--- src/rtl/seg_pattern_reader.sv ---
// Reads back a 7-bit active-low seven-segment bus as a hex digit.
// The pattern must hold steady before it is decoded, and each newly shown digit is presented once on a valid/ready register.
module seg_pattern_reader #(
  parameter int STABLE_CYCLES = 4,
  parameter int CNT_W         = 8
) (
  input  logic       clock,
  input  logic       resetn,
  input  logic [6:0] HEX,
  output logic [3:0] digit,
  output logic       out_err,
  output logic       out_valid,
  input  logic       out_ready,
  output logic       overflow
);

  typedef enum logic [1:0] {
    SETTLE = 2'd0,
    EMIT   = 2'd1,
    LOCKED = 2'd2
  } state_t;

  localparam logic [CNT_W-1:0] STABLE_MAX = CNT_W'(STABLE_CYCLES);
  localparam logic [CNT_W-1:0] STABLE_PRE = CNT_W'(STABLE_CYCLES - 1);
  localparam logic [6:0]       BLANK      = 7'h7F;

  state_t           state;
  state_t           state_next;
  logic [6:0]       seg_meta;
  logic [6:0]       seg_s;
  logic [6:0]       seg_q;
  logic [6:0]       last_accepted;
  logic [CNT_W-1:0] stable_cnt;
  logic             seg_same;
  logic             stable_hit;
  logic             accept;
  logic             glyph_ok;
  logic [3:0]       glyph_val;
  logic             is_blank;
  logic             emit;
  logic             take;

  // Two-flop synchronizer. Both flops reset to blank so nothing is lit.
  always_ff @(posedge clock or negedge resetn) begin
    if (!resetn) begin
      seg_meta <= BLANK;
      seg_s    <= BLANK;
    end else begin
      seg_meta <= HEX;
      seg_s    <= seg_meta;
    end
  end

  assign seg_same = (seg_s == seg_q);

  always_ff @(posedge clock or negedge resetn) begin
    if (!resetn) begin
      seg_q      <= BLANK;
      stable_cnt <= '0;
    end else begin
      seg_q <= seg_s;
      if (!seg_same) begin
        stable_cnt <= '0;
      end else if (stable_cnt != STABLE_MAX) begin
        stable_cnt <= stable_cnt + 1'b1;
      end
    end
  end

  // Stability counts as reached on the edge where the counter reaches STABLE_CYCLES.
  assign stable_hit = seg_same && (stable_cnt >= STABLE_PRE);

  always_comb begin
    state_next = state;
    accept     = 1'b0;
    case (state)
      SETTLE: begin
        if (stable_hit) begin
          if (seg_s != last_accepted) begin
            accept     = 1'b1;
            state_next = EMIT;
          end else begin
            state_next = LOCKED;
          end
        end
      end
      // A change arriving during EMIT would be missed by LOCKED, so re-settle on it.
      EMIT:    state_next = seg_same ? LOCKED : SETTLE;
      LOCKED:  if (!seg_same) state_next = SETTLE;
      default: state_next = SETTLE;
    endcase
  end

  always_ff @(posedge clock or negedge resetn) begin
    if (!resetn) begin
      state         <= SETTLE;
      last_accepted <= BLANK;
    end else begin
      state <= state_next;
      if (accept) last_accepted <= seg_s;
    end
  end

  always_comb begin
    glyph_ok  = 1'b1;
    glyph_val = 4'h0;
    is_blank  = 1'b0;
    case (last_accepted)
      7'h40: glyph_val = 4'h0;
      7'h79: glyph_val = 4'h1;
      7'h24: glyph_val = 4'h2;
      7'h30: glyph_val = 4'h3;
      7'h19: glyph_val = 4'h4;
      7'h12: glyph_val = 4'h5;
      7'h02: glyph_val = 4'h6;
      7'h78: glyph_val = 4'h7;
      7'h00: glyph_val = 4'h8;
      7'h10: glyph_val = 4'h9;
      7'h08: glyph_val = 4'hA;
      7'h03: glyph_val = 4'hB;
      7'h46: glyph_val = 4'hC;
      7'h21: glyph_val = 4'hD;
      7'h06: glyph_val = 4'hE;
      7'h0E: glyph_val = 4'hF;
      7'h7F: begin
        glyph_ok = 1'b0;
        is_blank = 1'b1;
      end
      default: glyph_ok = 1'b0;
    endcase
  end

  // Handshake: a code transfers on any rising edge where out_valid & out_ready;
  // digit/out_err hold while out_valid=1 and out_ready=0, and a new code arriving
  // then is dropped and flagged in the sticky overflow bit.
  assign emit = (state == EMIT) && !is_blank;
  assign take = out_valid && out_ready;

  always_ff @(posedge clock or negedge resetn) begin
    if (!resetn) begin
      digit     <= 4'h0;
      out_err   <= 1'b0;
      out_valid <= 1'b0;
      overflow  <= 1'b0;
    end else begin
      if (take) out_valid <= 1'b0;
      if (emit) begin
        if (out_valid && !out_ready) begin
          overflow <= 1'b1;
        end else begin
          digit     <= glyph_ok ? glyph_val : 4'h0;
          out_err   <= !glyph_ok;
          out_valid <= 1'b1;
        end
      end
    end
  end

endmodule

--- config.mk ---
export PLATFORM = sky130hd
export DESIGN_NAME = seg_pattern_reader
export DESIGN_NICKNAME = d
export VERILOG_FILES = /design/src/rtl/seg_pattern_reader.sv
export SDC_FILE = /design/constraint.sdc
export NUM_CORES = 1
export LEC_CHECK = 0
export BUFFER_PORTS_ARGS = -buffer_cell sky130_fd_sc_hd__buf_2
export CORE_ASPECT_RATIO = 1.25
export CORE_MARGIN = 2
export CORE_UTILIZATION = 35
export DETAILED_ROUTE_END_ITERATION = 10
export HOLD_SLACK_MARGIN = 0.06
export PLACE_DENSITY_LB_ADDON = 0.1
export SLEW_MARGIN = 20
export SYNTH_ARGS = -nofsm -noshare
export SYNTH_HDL_FRONTEND = slang
export SYNTH_SLANG_ARGS = --single-unit
--- constraint.sdc ---
create_clock -name clock -period 2 [get_ports clock]
set_input_delay 0.1 -clock clock [delete_from_list [all_inputs] [get_ports clock]]
set_output_delay 0.1 -clock clock [all_outputs]
set_load 0.02 [all_outputs]
# ---- Word level (Yosys, flattened, before mapping)
# Cells that the tools add are included.
dict set report totals {
  mem_bits_rw 0
  latch_bits 0
  register_bits 45
  input_bits 10
  memories 0
  output_inout_bits 7
  elab_cells 67
  mem_bits_ro 0
}
dict set report classes {
  bitwise 1
  n_lt_le_gt_ge 1
  n_eq_ne 24
  div 0
  addsub 1
  n_reduce_logical 13
  n_shift 0
  muxes 17
  n_mul 0
}
# operator n
set op_table {}
lappend op_table {{case mux 4 bit (15 select lines)} 1}
lappend op_table {{== test 7 bit, second input constant} 5}
lappend op_table {{== test 7 x 5 -> 1 bit, second input constant} 3}
lappend op_table {{== test 7 x 6 -> 1 bit, second input constant} 3}
lappend op_table {{two-way mux 8 bit} 2}
lappend op_table {{OR reduction 16 bit} 1}
lappend op_table {{== test 7 x 2 -> 1 bit, second input constant} 2}
lappend op_table {{== test 7 x 4 -> 1 bit, second input constant} 2}
lappend op_table {{adder 8 x 1 -> 8 bit, second input constant} 1}
lappend op_table {{>= comparator 8 x 2 -> 1 bit, second input constant} 1}
lappend op_table {{two-way mux 1 bit} 8}
lappend op_table {{two-way mux 2 bit} 4}
lappend op_table {{!= test 8 x 3 -> 1 bit, second input constant} 1}
lappend op_table {{== test 7 x 3 -> 1 bit, second input constant} 1}
lappend op_table {{== test 7 bit} 1}
lappend op_table {{logical NOT 7 bit} 1}
lappend op_table {{!= test 7 bit} 1}
lappend op_table {{case mux 2 bit (3 select lines)} 1}
lappend op_table {{AND reduction 2 bit} 3}
lappend op_table {{logical AND 1 bit} 4}
lappend op_table {{two-way mux 4 bit} 1}
lappend op_table {{!= test 2 bit, second input constant} 2}
lappend op_table {{logical NOT 1 bit} 3}
lappend op_table {{== test 2 x 1 -> 1 bit, second input constant} 1}
lappend op_table {{4 further kinds} 4}

# ---- Logic depth before layout (Yosys ltp)
# Gate-level depths: netlist of run 1.
dict set report logic_depth {
  word_depth 5
  ltp_mapped 7
  mapped_depth_nobuf 7
}

# ---- Worst setup path after synthesis of run 1
# OpenSTA, ideal clock, no wires.
dict set report synth_timing {
  path_kind {register -> register}
  startpoint {register seg_s[2]}
  endpoint {register last_accepted[0]}
  required_time_ns 1.918
  stages_incl_launch_ff 7
  setup_time_ns 0.082
  synth_period_minus_slack_ns 2.053
  path_slack_ns -0.053
  path_buffers 1
  t_arrival_ns 1.971
  path_cell_list {dfstp_2 xor2_1 nor4_4 nand4_4 or3_1 buf_6 mux2_4}
}
dict set report synth_via {
  elab_chain_len 4
  elab_cells_between_ends 6
  cone_classes {2 x eq/ne; 3 x mux; 1 x reduce/logical}
}
# element line_no
set synth_lines {}
lappend synth_lines {{start, declared} 30} ;# logic [6:0] seg_s;
lappend synth_lines {{start signal, assigned} 50} ;# seg_s <= seg_meta;
lappend synth_lines {{!= test 7 bit / == test 7 bit (equally long branches)} {79, 54}}
lappend synth_lines {{two-way mux 1 bit / logical AND 1 bit (equally long branches)} {79, 71}}
lappend synth_lines {{two-way mux 1 bit *} 78} ;# if (stable_hit) begin
lappend synth_lines {{two-way mux 1 bit *} 76} ;# case (state)
lappend synth_lines {{end signal, assigned} 100} ;# if (accept) last_accepted <= seg_s;
lappend synth_lines {{end, declared} 32} ;# logic [6:0] last_accepted;
# Every way passes the cells marked *; elsewhere a longest branch is shown, timed or not.
# A chain may end at the register's enable or synchronous reset.

# ---- Worst setup path after layout of run 1
dict set report layout_timing {
  startpoint {register stable_cnt[5]}
  endpoint {register last_accepted[4]}
}
dict set report layout_via {
  elab_chain_len 4
}
# element line_no
set layout_lines {}
lappend layout_lines {{start, declared} 33} ;# logic [CNT_W-1:0] stable_cnt;
lappend layout_lines {{start signal, assigned} 65} ;# stable_cnt <= stable_cnt + 1'b1;
lappend layout_lines {{>= comparator 8 x 2 -> 1 bit} 71} ;# assign stable_hit = seg_same && (stable_cnt >= STABLE_PRE);
lappend layout_lines {{logical AND 1 bit} 71}
lappend layout_lines {{two-way mux 1 bit} 78}
lappend layout_lines {{two-way mux 1 bit} 76}
# Every way passes these cells.

==> results_dict.tcl, run 1 <==
set metrics [dict create \
    drt_wl_total_um 4074 \
    coreArea_um2 6086 \
    endpoint_kind "register" \
    syn_inst 191 \
    grt_use_met2_pct 23.45 \
    crit_path_max_fanout 8 \
    crit_buf_inv 0 \
    cp_cell_sequence "or4_4, or4_4, nand2_2, or3_4, mux2_4" \
    dieArea_um2 6863 \
    path_clk_slew_ns 0.08 \
    critPathLaunchType "register" \
    setup_viol 7 \
    report.final.slew_viol_count 0 \
    slowest_delay_ns 0.54 \
    yosys_warnings 0 \
    seqCellArea_um2 1161 \
    worst_path_max_delay_cell "or4_4" \
    async_flop_share_pct 100.0 \
    worstPathRequired_ns 2.22 \
    cts_tree "built" \
    skew_ns 0.004793 \
    worst_ir_drop_vdd_mv 0.5073 \
    diodes 0 \
    syn_nets 203 \
    regToRegStartpoint "stable_cnt[5]" \
    clk_path_buf_depth 2 \
    synth_cell_types 48 \
    ios 17 \
    rrSetupSlack_ns -0.03 \
    viasPerCell 4.907 \
    grt_max_degree 35 \
    cp-endpoint "last_accepted[4]" \
    syn_avg_cell_area_um2 11.39 \
    path_delay_family "simple AND/OR/NAND/NOR gates" \
    violations "negative setup slack" \
    grtUsageMet3_pct 2.637 \
    area_growth_pct 21.69 \
    arrival_ns 2.25 \
    fin_util_pct 43.48 \
    hold_depth 3 \
    synth_edf_count 0 \
    synth.cell_area_um2 2175 \
    tightestPinTransition_ns 0.7167 \
    grt_busiest_layer "met2" \
    fill_cells 596 \
    fp.dieW_um 74.50 \
    die-height_um 92.13 \
    ys.flop_type "dfstp_2" \
    whs_ns 0.1048 \
    first_pass_iters 4 \
    path_depth 5 \
    detail-route-antenna-nets 0 \
    initial_utilization_pct 35.73 \
    ys_seq_area_share_pct 53.39 \
    vias 1526 \
    grt_setup_unrepaired "true" \
    grt_pass1_vias 1592 \
    grt_util_met1_pct 17.25 \
    fin_crit_ns 2.025 \
    hp-class "in -> reg" \
    final_nets 237 \
    ys_ff_latch 45 \
    cp_common_cell "or4_4" \
    layout_common_cells "28 x dfstp_2, 18 x buf_4, 17 x dfrtp_1" \
    fmax_mhz 493.8 \
    drc_errors 0 \
    antenna_found_initial 0 \
    setup.worst_path.class "reg -> reg" \
    leakagePower_nw 1.122 \
    crit_path_start "stable_cnt[5]" \
    reg2reg_depth 5 \
    powerDensity_nw_per_um2 662.3 \
    cts_inserted_buffers 5 \
    htreeDepth 2 \
    r2r_end "last_accepted[4]" \
    fin_crit_sh_pct 101.3 \
    finalHoldViolations 0 \
    setup_slack_ns -0.02502 \
    max_cap_violations 0 \
    dr.first_iter.drc_count 26 \
    final_layout_size_suffix_gt1_share_pct 38.05 \
    clock_latency_ns 0.29 \
    overflow 0 \
    cts.sinks 45 \
    clock-root-buffer "clkbuf_8" \
    status "complete, but fails checks" \
    portBuffers 16 \
    routabilityCongestion 0.8139 \
    grt_pass1_wl_um 7383 \
    hpwlAfterDp_um 2898 \
    fin_setup_tns_ns -0.1281 \
    avgRoutedWirePerCell_um 13.10 \
    multiInputGateArea_um2 953.4 \
    relSlewSlack_pct 52.22 \
    final_common_cell "dfstp_2" \
    grt.total_usage_pct 13.83 \
    rows 32 \
    hp-start "out_ready" \
]
-- state kept, by name, indices dropped and copies added (netlist names) --
signal         flops
digit              4
last_accepted      7
out_err            1
out_valid          1
overflow           1
seg_meta           7
seg_q              7
seg_s              7
stable_cnt         8
state              2
-- routing by layer --
layer	part of all wire, %	up-vias
li1	-	730
met1	42	770
met2	54	18
met3	2.0	8
met4	1.8	0
met5	0	-
-- stage by stage --
stage                     instances  setup WS [ns]  area [um2]  total power, mW
after floorplan                 191       -0.01521        2175            1.006
after global placement          295       -0.04414        2445            1.044
after detailed placement        295       -0.06329        2445            1.048
after CTS                       311       0.004039        2644            1.793
after global routing            311       -0.05333        2646            1.842
final                           311       -0.02502        2646            1.753
-- layout make-up --
| class | instances | share of cell area [%] |
|---|---|---|
| clock buffer | 6 | 3.121 |
| multi-input combinational | 128 | 36.03 |
| timing repair buffer | 42 | 11.16 |
| tap | 85 | 4.019 |
| clock inverter | 2 | 1.371 |
| sequential | 45 | 43.88 |
| inverter | 3 | 0.4255 |
-- tightest hold or removal path: stages --
cell      delay [ns]
buf_2           0.07
nand2b_1        0.13
nand2_1         0.07
-- how the worst min path moves through the flow --
stage | to
floorplan | digit[0]
global placement | stable_cnt[3]
detailed placement | stable_cnt[4]
CTS | out_valid
global route | out_valid
finish | out_valid
-- timing repair --
item / 4_1_cts / 5_1_grt
buffers inserted: 1 / 0
pin swaps: 1 / 1
gates resized for setup: 3 / 1
hold buffers: 8 / 0
endpoints found under the setup margin: 7 / 7
endpoints found under the hold margin: 24 / 0
-- cells by family after synthesis --
group                      after synthesis  synth area share [%]
adders and majority gates                2                 1.151
AOI/OAI and AO/OA                       26                 7.710
muxes                                   11                 6.789
buffers and inverters                   18                 3.452
DFF                                     45                 53.40
and+or+nand+nor                         69                 19.45
xor gates and xnor gates                20                 8.055
-- synth_stat cells (3+ instances only) --
library cell   n  area (um2)
nand2b_1       4       25.02
dfrtp_1       17       425.4
nor3_1         5       25.02
nand2_1       10       37.54
xnor2_1        9       78.83
dfstp_2       28       735.7
nand4_1        3       18.77
nor3b_1        4       30.03
xor2_1        11       96.34
a21oi_1        4       20.02
o21ai_0        5       25.02
or4_1          3       22.52
clkbuf_1      14       52.55
o21ai_1        4       20.02
or3_1          3       18.77
nand3_1        5       25.02
nor2_1        13       48.80
nor2b_1        4       25.02
mux2_4         7       105.1
-- report_power, final --
group	switching [mW]	internal [mW]
sequential	0.0127	0.949
combinational	0.0404	0.0373
clock	0.305	0.407
(Power assumes the default switching activity.)
==> inputs of run 2 (changes only) <==
CTS_CLUSTER_SIZE = 8   (was default)
clock period = 1.9 ns   (was 2 ns; I/O delays follow)
==> results_dict.tcl, run 2 (same netlist as run 1, synthesis figures left out) <==
set metrics [dict create \
    setup.worst_path.class "reg -> reg" \
    dieArea_um2 6863 \
    worstPathRequired_ns 2.13 \
    cts_inserted_buffers 5 \
    setup_viol 7 \
    layout_common_cells "28 x dfstp_2, 24 x buf_4, 17 x dfrtp_1" \
    worst_ir_drop_vdd_mv 0.4523 \
    largest_reg_flops 8 \
    clk_path_buf_depth 2 \
    fmax_mhz 501.7 \
    final_nets 243 \
    grt_max_degree 26 \
    final_layout_size_suffix_gt1_share_pct 40.09 \
    grt_pass1_vias 1556 \
    powerDensity_nw_per_um2 704.5 \
    max_cap_violations 0 \
    initial_utilization_pct 35.73 \
    skew_ns 0.005737 \
    cts_tree "built" \
    portBuffers 16 \
    rows 32 \
    totalPowerFinal_mw 1.908 \
    path_clk_slew_ns 0.09 \
    tightestPinTransition_ns 0.5494 \
    diodes 0 \
    avgRoutedWirePerCell_um 13.54 \
    hp-class "in -> reg" \
    drc_errors 0 \
    final_common_cell "dfstp_2" \
    critPathLaunchType "register" \
    grt_pass1_wl_um 7376 \
    overflow 0 \
    violations "negative setup slack" \
    arrival_ns 2.23 \
    place_inst 301 \
    ios 17 \
    htreeDepth 2 \
    fin_crit_ns 1.993 \
    leakagePower_nw 1.162 \
    vias 1539 \
    coreArea_um2 6086 \
    clock_latency_ns 0.30 \
    viasPerCell 4.855 \
    setup_slack_ns -0.09309 \
    fin_crit_sh_pct 104.9 \
    grt_setup_unrepaired "true" \
    drt_wl_total_um 4293 \
    antenna_found_initial 0 \
    cts.sinks 45 \
    regMostFlops "stable_cnt" \
    report.final.slew_viol_count 0 \
    area_growth_pct 24.57 \
    clock-root-buffer "clkbuf_8" \
    finalHoldViolations 0 \
    routabilityCongestion 0.7354 \
    endpoint_kind "register" \
    finalNonFillerCells 317 \
    dr.first_iter.drc_count 54 \
    fp.dieW_um 74.50 \
    die-height_um 92.13 \
    status "complete, but fails checks" \
    crit_path_max_fanout 8 \
    grt.total_usage_pct 14.07 \
    detail-route-antenna-nets 0 \
    relSlewSlack_pct 63.37 \
    hpwlAfterDp_um 3164 \
    first_pass_iters 4 \
]
[run 2: changes by cell type in the layout (fill, tap and decap cells not counted), sizes merged]
| cell | change |
|---|---|
| buf | +6 |
[run 2: critical path, cell delays in order, from the launching register on]
cell and delay [ns]:
dfrtp_1 0.38, or4_4 0.53, or4_4 0.43, nand2_2 0.07
or3_4 0.20, mux2_4 0.31
[run 2: power by group]
group / internal (mW) / total (mW) / leakage [nW] / switching, mW
clock: 0.476 / 0.814 / 0.0669 / 0.337
combinational: 0.0383 / 0.0808 / 0.580 / 0.0425
sequential: 0.999 / 1.01 / 0.515 / 0.0144
total: 1.51 / 1.91 / 1.16 / 0.394
[run 2: final cells by class]
| type | count | area, um2 |
|---|---|---|
| clock buffer | 6 | 93.84 |
| fill | 613 | 3377 |
| timing repair buffer | 48 | 340.3 |
| tap | 85 | 106.4 |
| multi-input combinational | 128 | 957.2 |
| sequential | 45 | 1161 |
| clock inverter | 2 | 38.79 |
| inverter | 3 | 11.26 |
[run 2: per-layer routing]
layer	vias to the layer above	track usage, %	wire length (um)	part of all wire [%]
met5	-	0	0	0
met4	0	4.911	70	1.6
met3	7	2.967	114	2.7
met2	24	24.85	2322	54
met1	762	16.37	1786	42
li1	746	-	-	-
[run 2: final timing paths]
| check | startpoint | to | slack (ns) | cells after the start |
|---|---|---|---|---|
| max | stable_cnt[5] | last_accepted[6] | -0.09 | 5 |
| min | out_ready | out_valid | 0.1 | 3 |
| max reg2reg | stable_cnt[5] | last_accepted[6] | -0.09 | 5 |
| min reg2reg | seg_meta[3] | seg_s[3] | 0.36 | 0 |
| max in group asynchronous | resetn | seg_meta[6] | 0.87 | 3 |
| min in group asynchronous | resetn | stable_cnt[0] | 0.31 | 2 |
[run 2: what timing repair did]
| action | in CTS | in global routing |
|---|---|---|
| setup buffers | 1 | 0 |
| resized for setup | 4 | 1 |
| endpoints found under the hold margin | 24 | 0 |
| setup endpoints to repair | 7 | 9 |
| pin swaps | 1 | 1 |
| hold buffers | 8 | 0 |
[run 2: per-stage QoR]
step	utilization (%)	hold slack (ns)	worst slack (ns)	area, um2	TNS (ns)
after CTS	44.45	0.08479	-0.09871	2705	-0.6562
after detailed placement	40.91	0.1266	-0.1668	2490	-1.136
final	44.51	0.09788	-0.09309	2709	-0.6253
after global placement	40.91	0.1054	-0.1476	2490	-1.028
after global routing	44.51	0.09820	-0.1362	2709	-0.9383
after floorplan	-	-0.2006	-0.1152	2176	-0.8065
